<file path="src/rtl/branch_resolve_unit_pkg.sv">
// Shared definitions for the branch resolve unit.
// Branch type codes, BTB update packet layout and FSM states.
package branch_resolve_unit_pkg;

    localparam logic [1:0] BTYPE_COND = 2'd0;
    localparam logic [1:0] BTYPE_CALL = 2'd1;
    localparam logic [1:0] BTYPE_RET  = 2'd2;
    localparam logic [1:0] BTYPE_ABS  = 2'd3;

    localparam int BRU_ADDR_W          = 32;
    localparam int SIZE_OF_BRANCH_INFO = BRU_ADDR_W + 3;
    localparam int BRANCH_INFO_DIR     = SIZE_OF_BRANCH_INFO - 1;
    localparam int BRANCH_INFO_TYP_HI  = SIZE_OF_BRANCH_INFO - 2;
    localparam int BRANCH_INFO_TYP_LO  = SIZE_OF_BRANCH_INFO - 3;
    localparam int BRANCH_INFO_TAR_HI  = BRU_ADDR_W - 1;
    localparam int BRANCH_INFO_TAR_LO  = 0;

    typedef enum logic [1:0] {
        S_IDLE     = 2'd0,
        S_WAIT_DS  = 2'd1,
        S_REDIRECT = 2'd2
    } bru_state_e;

endpackage

</file>
<file path="src/rtl/branch_resolve_unit_if.sv">
// Fetch/ID side bundle of the branch resolve unit.
// master drives predictions and resolutions, slave is the unit.
interface branch_resolve_unit_if #(
    parameter int ADDR_W = 32
) ();

    logic              pred_valid;
    logic [ADDR_W-1:0] pred_pc;
    logic              pred_hit;
    logic [1:0]        pred_type;
    logic [ADDR_W-1:0] pred_tar;
    logic              res_valid;
    logic [ADDR_W-1:0] res_pc;
    logic              res_is_branch;
    logic              res_dir;
    logic [1:0]        res_type;
    logic [ADDR_W-1:0] res_tar;
    logic              fifo_full;
    logic              branch_info_valid;
    logic              branch_info_dir;
    logic [1:0]        branch_info_typ;
    logic [ADDR_W-1:0] branch_info_tar;
    logic              mispredict;
    logic [ADDR_W-1:0] redirect_pc;

    modport master (
        output pred_valid, pred_pc, pred_hit, pred_type, pred_tar,
        output res_valid, res_pc, res_is_branch, res_dir, res_type, res_tar,
        input  fifo_full, branch_info_valid, branch_info_dir,
        input  branch_info_typ, branch_info_tar, mispredict, redirect_pc
    );

    modport slave (
        input  pred_valid, pred_pc, pred_hit, pred_type, pred_tar,
        input  res_valid, res_pc, res_is_branch, res_dir, res_type, res_tar,
        output fifo_full, branch_info_valid, branch_info_dir,
        output branch_info_typ, branch_info_tar, mispredict, redirect_pc
    );

endinterface

</file>
<file path="src/rtl/branch_resolve_unit_fifo.sv">
// bru_pred_fifo: synchronous FIFO of in-flight fetch predictions.
// Clear beats push/pop; push when full and pop when empty are ignored.
module bru_pred_fifo
    import branch_resolve_unit_pkg::*;
#(
    parameter int DEPTH  = 4,
    parameter int DATA_W = 8
) (
    input  logic                   clk,
    input  logic                   rst,
    input  logic                   clear,
    input  logic                   push,
    input  logic                   pop,
    input  logic [DATA_W-1:0]      wdata,
    output logic [DATA_W-1:0]      rdata,
    output logic                   full,
    output logic                   empty,
    output logic [$clog2(DEPTH):0] count
);

    localparam int AW = $clog2(DEPTH);

    logic [DATA_W-1:0] mem [DEPTH];
    logic [AW-1:0]     rd_ptr;
    logic [AW-1:0]     wr_ptr;
    logic [AW:0]       cnt;
    logic              do_push;
    logic              do_pop;

    assign full    = (cnt == (AW+1)'(DEPTH));
    assign empty   = (cnt == '0);
    assign count   = cnt;
    assign rdata   = mem[rd_ptr];
    assign do_push = push && !full;
    assign do_pop  = pop && !empty;

    // Pointer and occupancy bookkeeping
    always_ff @(posedge clk) begin
        if (rst || clear) begin
            rd_ptr <= '0;
            wr_ptr <= '0;
            cnt    <= '0;
        end else begin
            if (do_push) wr_ptr <= wr_ptr + AW'(1);
            if (do_pop)  rd_ptr <= rd_ptr + AW'(1);
            cnt <= cnt + {{AW{1'b0}}, do_push}
                       - {{AW{1'b0}}, do_pop};
        end
    end

    // Entry storage, no reset needed
    always_ff @(posedge clk) begin
        if (do_push && !(rst || clear)) mem[wr_ptr] <= wdata;
    end

endmodule

</file>
<file path="src/rtl/branch_resolve_unit.sv">
// ID-stage branch resolution: checks fetch predictions, updates BTB, redirects.
// Optional BRU_PERF_CNT_EN adds saturating update/redirect counters.
module branch_resolve_unit
    import branch_resolve_unit_pkg::*;
#(
    parameter int FIFO_DEPTH = 4,
    parameter int ADDR_W     = 32
) (
    input  logic        clk,
    input  logic        rst,
    input  logic        stall,
    input  logic        flush,
`ifdef BRU_PERF_CNT_EN
    output logic [31:0] perf_branch_cnt,
    output logic [31:0] perf_mispred_cnt,
`endif
    branch_resolve_unit_if.slave bus
);

    localparam int EW = 2 * ADDR_W + 3;
    localparam int CW = $clog2(FIFO_DEPTH) + 1;

    bru_state_e        state_q;
    logic [EW-1:0]     head;
    logic [CW-1:0]     fifo_count;
    logic              fifo_full;
    logic              fifo_empty;
    logic [ADDR_W-1:0] head_pc;
    logic [ADDR_W-1:0] head_tar;
    logic              head_hit;
    logic [1:0]        head_typ;
    logic              go;
    logic              acc;
    logic              idle_acc;
    logic              fifo_push;
    logic              fifo_clear;
    logic              pred_taken;
    logic              act_taken;
    logic              mis;
    logic              upd_fire;
    logic              redir_fire;
    logic              unused_bits;

    logic              biv_q;
    logic              dir_q;
    logic [1:0]        typ_q;
    logic [ADDR_W-1:0] tar_q;
    logic              mispredict_q;
    logic [ADDR_W-1:0] redirect_pc_q;

    assign {head_pc, head_hit, head_typ, head_tar} = head;
    assign unused_bits = ^{head_typ, fifo_count};

    assign go         = !stall && !flush;
    assign acc        = bus.res_valid && go && (state_q != S_REDIRECT);
    assign idle_acc   = acc && (state_q == S_IDLE);
    assign fifo_push  = bus.pred_valid && go && (state_q != S_REDIRECT);
    assign fifo_clear = flush || (!stall && state_q == S_REDIRECT);

    // A PC mismatch means the head entry does not describe this instruction
    assign pred_taken = !fifo_empty && head_hit && (head_pc == bus.res_pc);
    assign act_taken  = bus.res_is_branch && bus.res_dir;
    assign mis = (pred_taken != act_taken)
              || (pred_taken && act_taken && head_tar != bus.res_tar);

    assign upd_fire   = idle_acc && bus.res_is_branch;
    assign redir_fire = (idle_acc && !bus.res_is_branch && mis)
                     || (acc && state_q == S_WAIT_DS);

    bru_pred_fifo #(
        .DEPTH  (FIFO_DEPTH),
        .DATA_W (EW)
    ) u_fifo (
        .clk   (clk),
        .rst   (rst),
        .clear (fifo_clear),
        .push  (fifo_push),
        .pop   (acc),
        .wdata ({bus.pred_pc, bus.pred_hit, bus.pred_type, bus.pred_tar}),
        .rdata (head),
        .full  (fifo_full),
        .empty (fifo_empty),
        .count (fifo_count)
    );

    // Resolution FSM with registered update packet and redirect
    always_ff @(posedge clk) begin
        if (rst) begin
            state_q       <= S_IDLE;
            biv_q         <= 1'b0;
            dir_q         <= 1'b0;
            typ_q         <= '0;
            tar_q         <= '0;
            mispredict_q  <= 1'b0;
            redirect_pc_q <= '0;
        end else if (flush) begin
            state_q      <= S_IDLE;
            biv_q        <= 1'b0;
            mispredict_q <= 1'b0;
        end else if (!stall) begin
            biv_q        <= upd_fire;
            mispredict_q <= redir_fire;
            if (upd_fire) begin
                dir_q <= bus.res_dir;
                typ_q <= bus.res_type;
                tar_q <= bus.res_tar;
            end
            unique case (state_q)
                S_IDLE: begin
                    if (idle_acc && mis) begin
                        if (bus.res_is_branch) begin
                            state_q       <= S_WAIT_DS;
                            redirect_pc_q <= act_taken ? bus.res_tar
                                           : bus.res_pc + ADDR_W'(8);
                        end else begin
                            state_q       <= S_REDIRECT;
                            redirect_pc_q <= bus.res_pc + ADDR_W'(4);
                        end
                    end
                end
                S_WAIT_DS: begin
                    if (acc) state_q <= S_REDIRECT;
                end
                S_REDIRECT: state_q <= S_IDLE;
                default:    state_q <= S_IDLE;
            endcase
        end
    end

    assign bus.fifo_full         = fifo_full;
    assign bus.branch_info_valid = biv_q;
    assign bus.branch_info_dir   = dir_q;
    assign bus.branch_info_typ   = typ_q;
    assign bus.branch_info_tar   = tar_q;
    assign bus.mispredict        = mispredict_q;
    assign bus.redirect_pc       = redirect_pc_q;

`ifdef BRU_PERF_CNT_EN
    // Saturating event counters, frozen by stall, kept across flush
    always_ff @(posedge clk) begin
        if (rst) begin
            perf_branch_cnt  <= '0;
            perf_mispred_cnt <= '0;
        end else if (!stall) begin
            if (upd_fire && perf_branch_cnt != '1)
                perf_branch_cnt <= perf_branch_cnt + 32'd1;
            if (redir_fire && perf_mispred_cnt != '1)
                perf_mispred_cnt <= perf_mispred_cnt + 32'd1;
        end
    end
`else
    // Counters are not built in this configuration
`endif

endmodule

</file>
<file path="src/flat_wrapper.sv">
// flat-port wrapper written by rule: the top's interface ports become plain ports
module branch_resolve_unit_flat import branch_resolve_unit_pkg::*;
#(
    parameter int FIFO_DEPTH = 4,
    parameter int ADDR_W     = 32
)
  (clk, rst, stall, flush, bus_pred_valid, bus_pred_pc, bus_pred_hit, bus_pred_type, bus_pred_tar, bus_res_valid, bus_res_pc, bus_res_is_branch, bus_res_dir, bus_res_type, bus_res_tar, bus_fifo_full, bus_branch_info_valid, bus_branch_info_dir, bus_branch_info_typ, bus_branch_info_tar, bus_mispredict, bus_redirect_pc);
  branch_resolve_unit_if #(.ADDR_W(ADDR_W)) bus_i ();
  input  logic clk;
  input  logic rst;
  input  logic stall;
  input  logic flush;
  input wire logic [$bits(bus_i.pred_valid)-1:0] bus_pred_valid;
  input wire logic [$bits(bus_i.pred_pc)-1:0] bus_pred_pc;
  input wire logic [$bits(bus_i.pred_hit)-1:0] bus_pred_hit;
  input wire logic [$bits(bus_i.pred_type)-1:0] bus_pred_type;
  input wire logic [$bits(bus_i.pred_tar)-1:0] bus_pred_tar;
  input wire logic [$bits(bus_i.res_valid)-1:0] bus_res_valid;
  input wire logic [$bits(bus_i.res_pc)-1:0] bus_res_pc;
  input wire logic [$bits(bus_i.res_is_branch)-1:0] bus_res_is_branch;
  input wire logic [$bits(bus_i.res_dir)-1:0] bus_res_dir;
  input wire logic [$bits(bus_i.res_type)-1:0] bus_res_type;
  input wire logic [$bits(bus_i.res_tar)-1:0] bus_res_tar;
  output wire logic [$bits(bus_i.fifo_full)-1:0] bus_fifo_full;
  output wire logic [$bits(bus_i.branch_info_valid)-1:0] bus_branch_info_valid;
  output wire logic [$bits(bus_i.branch_info_dir)-1:0] bus_branch_info_dir;
  output wire logic [$bits(bus_i.branch_info_typ)-1:0] bus_branch_info_typ;
  output wire logic [$bits(bus_i.branch_info_tar)-1:0] bus_branch_info_tar;
  output wire logic [$bits(bus_i.mispredict)-1:0] bus_mispredict;
  output wire logic [$bits(bus_i.redirect_pc)-1:0] bus_redirect_pc;
  assign bus_i.pred_valid = bus_pred_valid;
  assign bus_i.pred_pc = bus_pred_pc;
  assign bus_i.pred_hit = bus_pred_hit;
  assign bus_i.pred_type = bus_pred_type;
  assign bus_i.pred_tar = bus_pred_tar;
  assign bus_i.res_valid = bus_res_valid;
  assign bus_i.res_pc = bus_res_pc;
  assign bus_i.res_is_branch = bus_res_is_branch;
  assign bus_i.res_dir = bus_res_dir;
  assign bus_i.res_type = bus_res_type;
  assign bus_i.res_tar = bus_res_tar;
  assign bus_fifo_full = bus_i.fifo_full;
  assign bus_branch_info_valid = bus_i.branch_info_valid;
  assign bus_branch_info_dir = bus_i.branch_info_dir;
  assign bus_branch_info_typ = bus_i.branch_info_typ;
  assign bus_branch_info_tar = bus_i.branch_info_tar;
  assign bus_mispredict = bus_i.mispredict;
  assign bus_redirect_pc = bus_i.redirect_pc;
  branch_resolve_unit #(.FIFO_DEPTH(FIFO_DEPTH), .ADDR_W(ADDR_W)) u_core (.clk(clk), .rst(rst), .stall(stall), .flush(flush), .bus(bus_i));
endmodule
</file>
<file path="config.mk">
export PLATFORM = sky130hd
export DESIGN_NAME = branch_resolve_unit_flat
export DESIGN_NICKNAME = d
export VERILOG_FILES = /design/src/rtl/branch_resolve_unit_pkg.sv /design/src/rtl/branch_resolve_unit_if.sv /design/src/rtl/branch_resolve_unit_fifo.sv /design/src/rtl/branch_resolve_unit.sv /design/src/flat_wrapper.sv
export SDC_FILE = /design/constraint.sdc
export NUM_CORES = 1
export LEC_CHECK = 0
export BUFFER_PORTS_ARGS = -buffer_cell sky130_fd_sc_hd__buf_2
export CAP_MARGIN = 0
export CORE_MARGIN = 2
export CORE_UTILIZATION = 25
export CTS_CLUSTER_DIAMETER = 50
export DETAILED_ROUTE_END_ITERATION = 7
export GPL_ROUTABILITY_DRIVEN = 0
export MAX_ROUTING_LAYER = met4
export PLACE_DENSITY = 0.41
export SLEW_MARGIN = 15
export SYNTH_ARGS = -nofsm -noshare
export SYNTH_HDL_FRONTEND = slang
export SYNTH_SLANG_ARGS = --single-unit
</file>
<file path="constraint.sdc">
create_clock -name clk -period 3.98 [get_ports clk]
set_clock_uncertainty 0.05 [all_clocks]
set_input_delay 0.597 -clock clk [delete_from_list [all_inputs] [get_ports clk]]
set_output_delay 0.597 -clock clk [all_outputs]
set_load 0.1 [all_outputs]
</file>
==> metrics.yaml <==
floorplanning:
  die_area_sq_mm: 0.0609
  start_util_pct: 25.4
  coreArea_sq_mm: 0.0580
  fp-row-count: 88
  die_h_microns: 247
  die_x_microns: 247
  io_pins: 211
setup_path:
  slowest_stage: "mux4_2"
  critical_path_class: "flip-flop to flip-flop"
  worstPathArrival_ns: 4.10
  r2r_end: "u_core.bus.redirect_pc[12]"
  cp_max_fo: 25
  cp_num_buf_inv: 4
  cpPeakStageDelay_ns: 0.53
  worstRegToRegCells: 11
  critical_path_required_ns: 4.38
  crit_end: "u_core.bus.redirect_pc[12]"
  cp_num_cells: 11
  r2r_slack_ns: 0.27
  path_cells: "buf_12 > buf_4 > mux4_2 > xnor2_1 > nand4_1 > nor4_1 > a21boi_1 > buf_4 > o21ai_4 > buf_4 > mux2_1"
  cp_top_family: "buffers and inverters"
  endpoint_kind: "flip-flop"
  crit_top_cell: "buf_4"
  cp-start-kind: "flip-flop"
cts:
  clkTransAtPathRegs_ns: 0.06
  cts_resized: 0
  h-tree-depth: 2
  clock_path_buffers: 3
  cts-hold-fix-buffers: 0
  cts_tree: "built"
  clkLatencyLatePin_ns: 0.57
  cts_sinks: 340
  root_buffer: "clkbuf_16"
  cts_made_buffers: 43
  cts_setup_buffers: 0
routing:
  drt_pass1_iterations: 5
  drtAntennaViolNets: 0
  via_count: 9352
  drtIter0Drc: 647
  wl_per_cell_microns: 22.7
  via_per_inst: 4.51
  routed_wirelength_microns: 47000
  drc: 0
power_and_ir_drop:
  power.leakage_uw: 0.00646
  power_uw: 8270
  power.density_mw_per_mm2: 450
  ir_drop_mv: 0.269
sta:
  setup_violations: 0
  finalHoldViolCount: 0
  maxSlewViolCount: 0
  rsz0062_at_grt: "false"
  worstMarginPinSlew_ns: 0.760
  tns_ns: 0
  fin_crit_sh_pct: 93.1
  fin_crit_ns: 3.71
  relSlewSlack_pct: 49.3
  max_clock_freq_mhz: 270
logic_synthesis:
  ys.flop_type: "edfxtp_1"
  synthArstFlopShare_pct: 0
  synthTopCellsByArea: "edfxtp_1 (53%), dfxtp_1 (11%), mux4_2 (9.9%)"
  synth_top_area_cell: "edfxtp_1"
  ys_ff_latch: 340
  syn-cell-area_sq_mm: 0.0147
  synth_cell_types: 47
  postSynthAreaPerCell_sq_um: 14.1
  synth_edf_count: 260
  synth_top_area_share_pct: 53.0
  ys_seq_area_share_pct: 63.9
  syn_inst: 1044
  synth.net_count: 1195
  ys_warn_count: 0
global_route:
  antenna_found_initial: 10
  grtUsageTotal_pct: 15.9
  grt_max_degree: 63
  grt_pass1_wl_microns: 66600
  gr-total-overflow: 0
  grt_pass1_vias: 9371
min_path:
  min_from: "bus_pred_tar[17]"
  hold_path.class: "primary input to flip-flop"
layout:
  design_area_sq_mm: 0.0184
  final_nets: 1418
  fillers: 5758
  instances_no_fill: 2074
  area_growth_syn_to_layout_pct: 24.8
  layout_commonest_cell: "edfxtp_1"
  final_cell_mix: "edfxtp_1 (260), buf_2 (208), nand2_1 (140)"
  drive_gt1_share_pct: 30.6
place:
  port_buffers: 208
  post-dp-hpwl_microns: 34600
  post-place-cells: 1987
  placed_cell_area_sq_mm: 0.0169
run:
  cap_viol_max_count: 0
outcome:
  status: "finished clean"
## where the power goes
part / internal (uW) / total [uW] / switching (uW)
sequential: 3840 / 3840 / 9.28
combinational: 155 / 538 / 383
clock: 2360 / 3890 / 1530
total: 6350 / 8270 / 1920
## flip-flops by register name, indices dropped and copies added, names as in the netlist, named ones only
name                          flops
u_core.state_q                    2
u_core.u_fifo.rd_ptr              2
u_core.u_fifo.wr_ptr              2
u_core.bus.redirect_pc           32
u_core.bus.branch_info_dir        1
u_core.bus.branch_info_valid      1
u_core.u_fifo.mem               260
u_core.bus.mispredict             1
u_core.bus.branch_info_typ        2
u_core.u_fifo.count               3
u_core.bus.branch_info_tar       32
## per-layer routing
| metal | global-route usage (%) | share of wire (%) | wire [microns] | vias up |
|---|---|---|---|---|
| met2 | 24.8 | 47 | 22100 | 232 |
| li1 | - | - | - | 4379 |
| met3 | 3.61 | 5.6 | 2640 | 56 |
| met1 | 20.5 | 45 | 21100 | 4685 |
| met4 | 4.77 | 2.4 | 1140 | 0 |
| met5 | - | 0 | 0 | - |
## worst reg2reg max path: stages (launching register included)
cell and delay (ns):
dfxtp_4 0.46, buf_12 0.28, buf_4 0.31, mux4_2 0.53
xnor2_1 0.29, nand4_1 0.21, nor4_1 0.34, a21boi_1 0.13
buf_4 0.17, o21ai_4 0.27, buf_4 0.23, mux2_1 0.32
## cells by family after synthesis
logic type / count (synthesis) / share of synthesized area [%]
xor gates and xnor gates: 111 / 6.60
muxes: 104 / 12.7
buffers and inverters: 79 / 2.24
DFF: 340 / 63.9
AOI/OAI and AO/OA: 115 / 4.75
adders and majority gates: 10 / 0.900
and+or+nand+nor: 285 / 8.97
## area by class of cell
type,count,area [sq um],area share (%)
multi-input cells,625,5010,27.3
diodes,10,25.0,0.136
well taps,765,957,5.20
inverters,9,33.8,0.184
flip-flops and latches,340,9410,51.2
repair buffers,248,1500,8.18
clock buffers,57,1210,6.60
clock inverters,20,230,1.25
## worst min path at each step
| stage | to | slack (ns) | cells past startpoint |
|---|---|---|---|
| global route | u_core.u_fifo.mem[0][27] | 0.17 | 1 |
| finish | u_core.u_fifo.mem[0][17] | 0.19 | 1 |
| CTS | u_core.u_fifo.mem[3][5] | 0.15 | 1 |
| global placement | u_core.bus.branch_info_typ[0] | 0.39 | 2 |
| floorplan | flip-flop | 0.43 | 2 |
| detailed placement | u_core.bus.branch_info_tar[9] | 0.39 | 2 |
## Yosys cell counts, drive strengths merged, types with 2 or more instances
cell	number
mux2i	27
nor2b	14
o211ai	28
a21oi	47
dfxtp	80
nor4	18
nand2	140
xor2	54
inv	9
nand4	24
nor2	35
and3	7
and4	2
nand3	20
a31oi	2
o221ai	2
ha	9
and2	7
nor3b	2
clkbuf	53
a32oi	2
o21ai	23
nor3	11
edfxtp	260
buf	17
mux4	65
nand2b	2
o31ai	3
nand3b	2
o22ai	2
xnor2	57
mux2	12
## per-stage QoR
step / util [%] / setup slack, ns / hold slack, ns
CTS: 31.7 / 0.291 / 0.155
finish: 31.7 / 0.274 / 0.191
global route: 31.7 / 0.0398 / 0.172
floorplan: - / 0.511 / 0.435
global placement: 29.2 / 0.316 / 0.389
detailed placement: 29.2 / 0.310 / 0.394
Power figures use the tool's default switching activity.
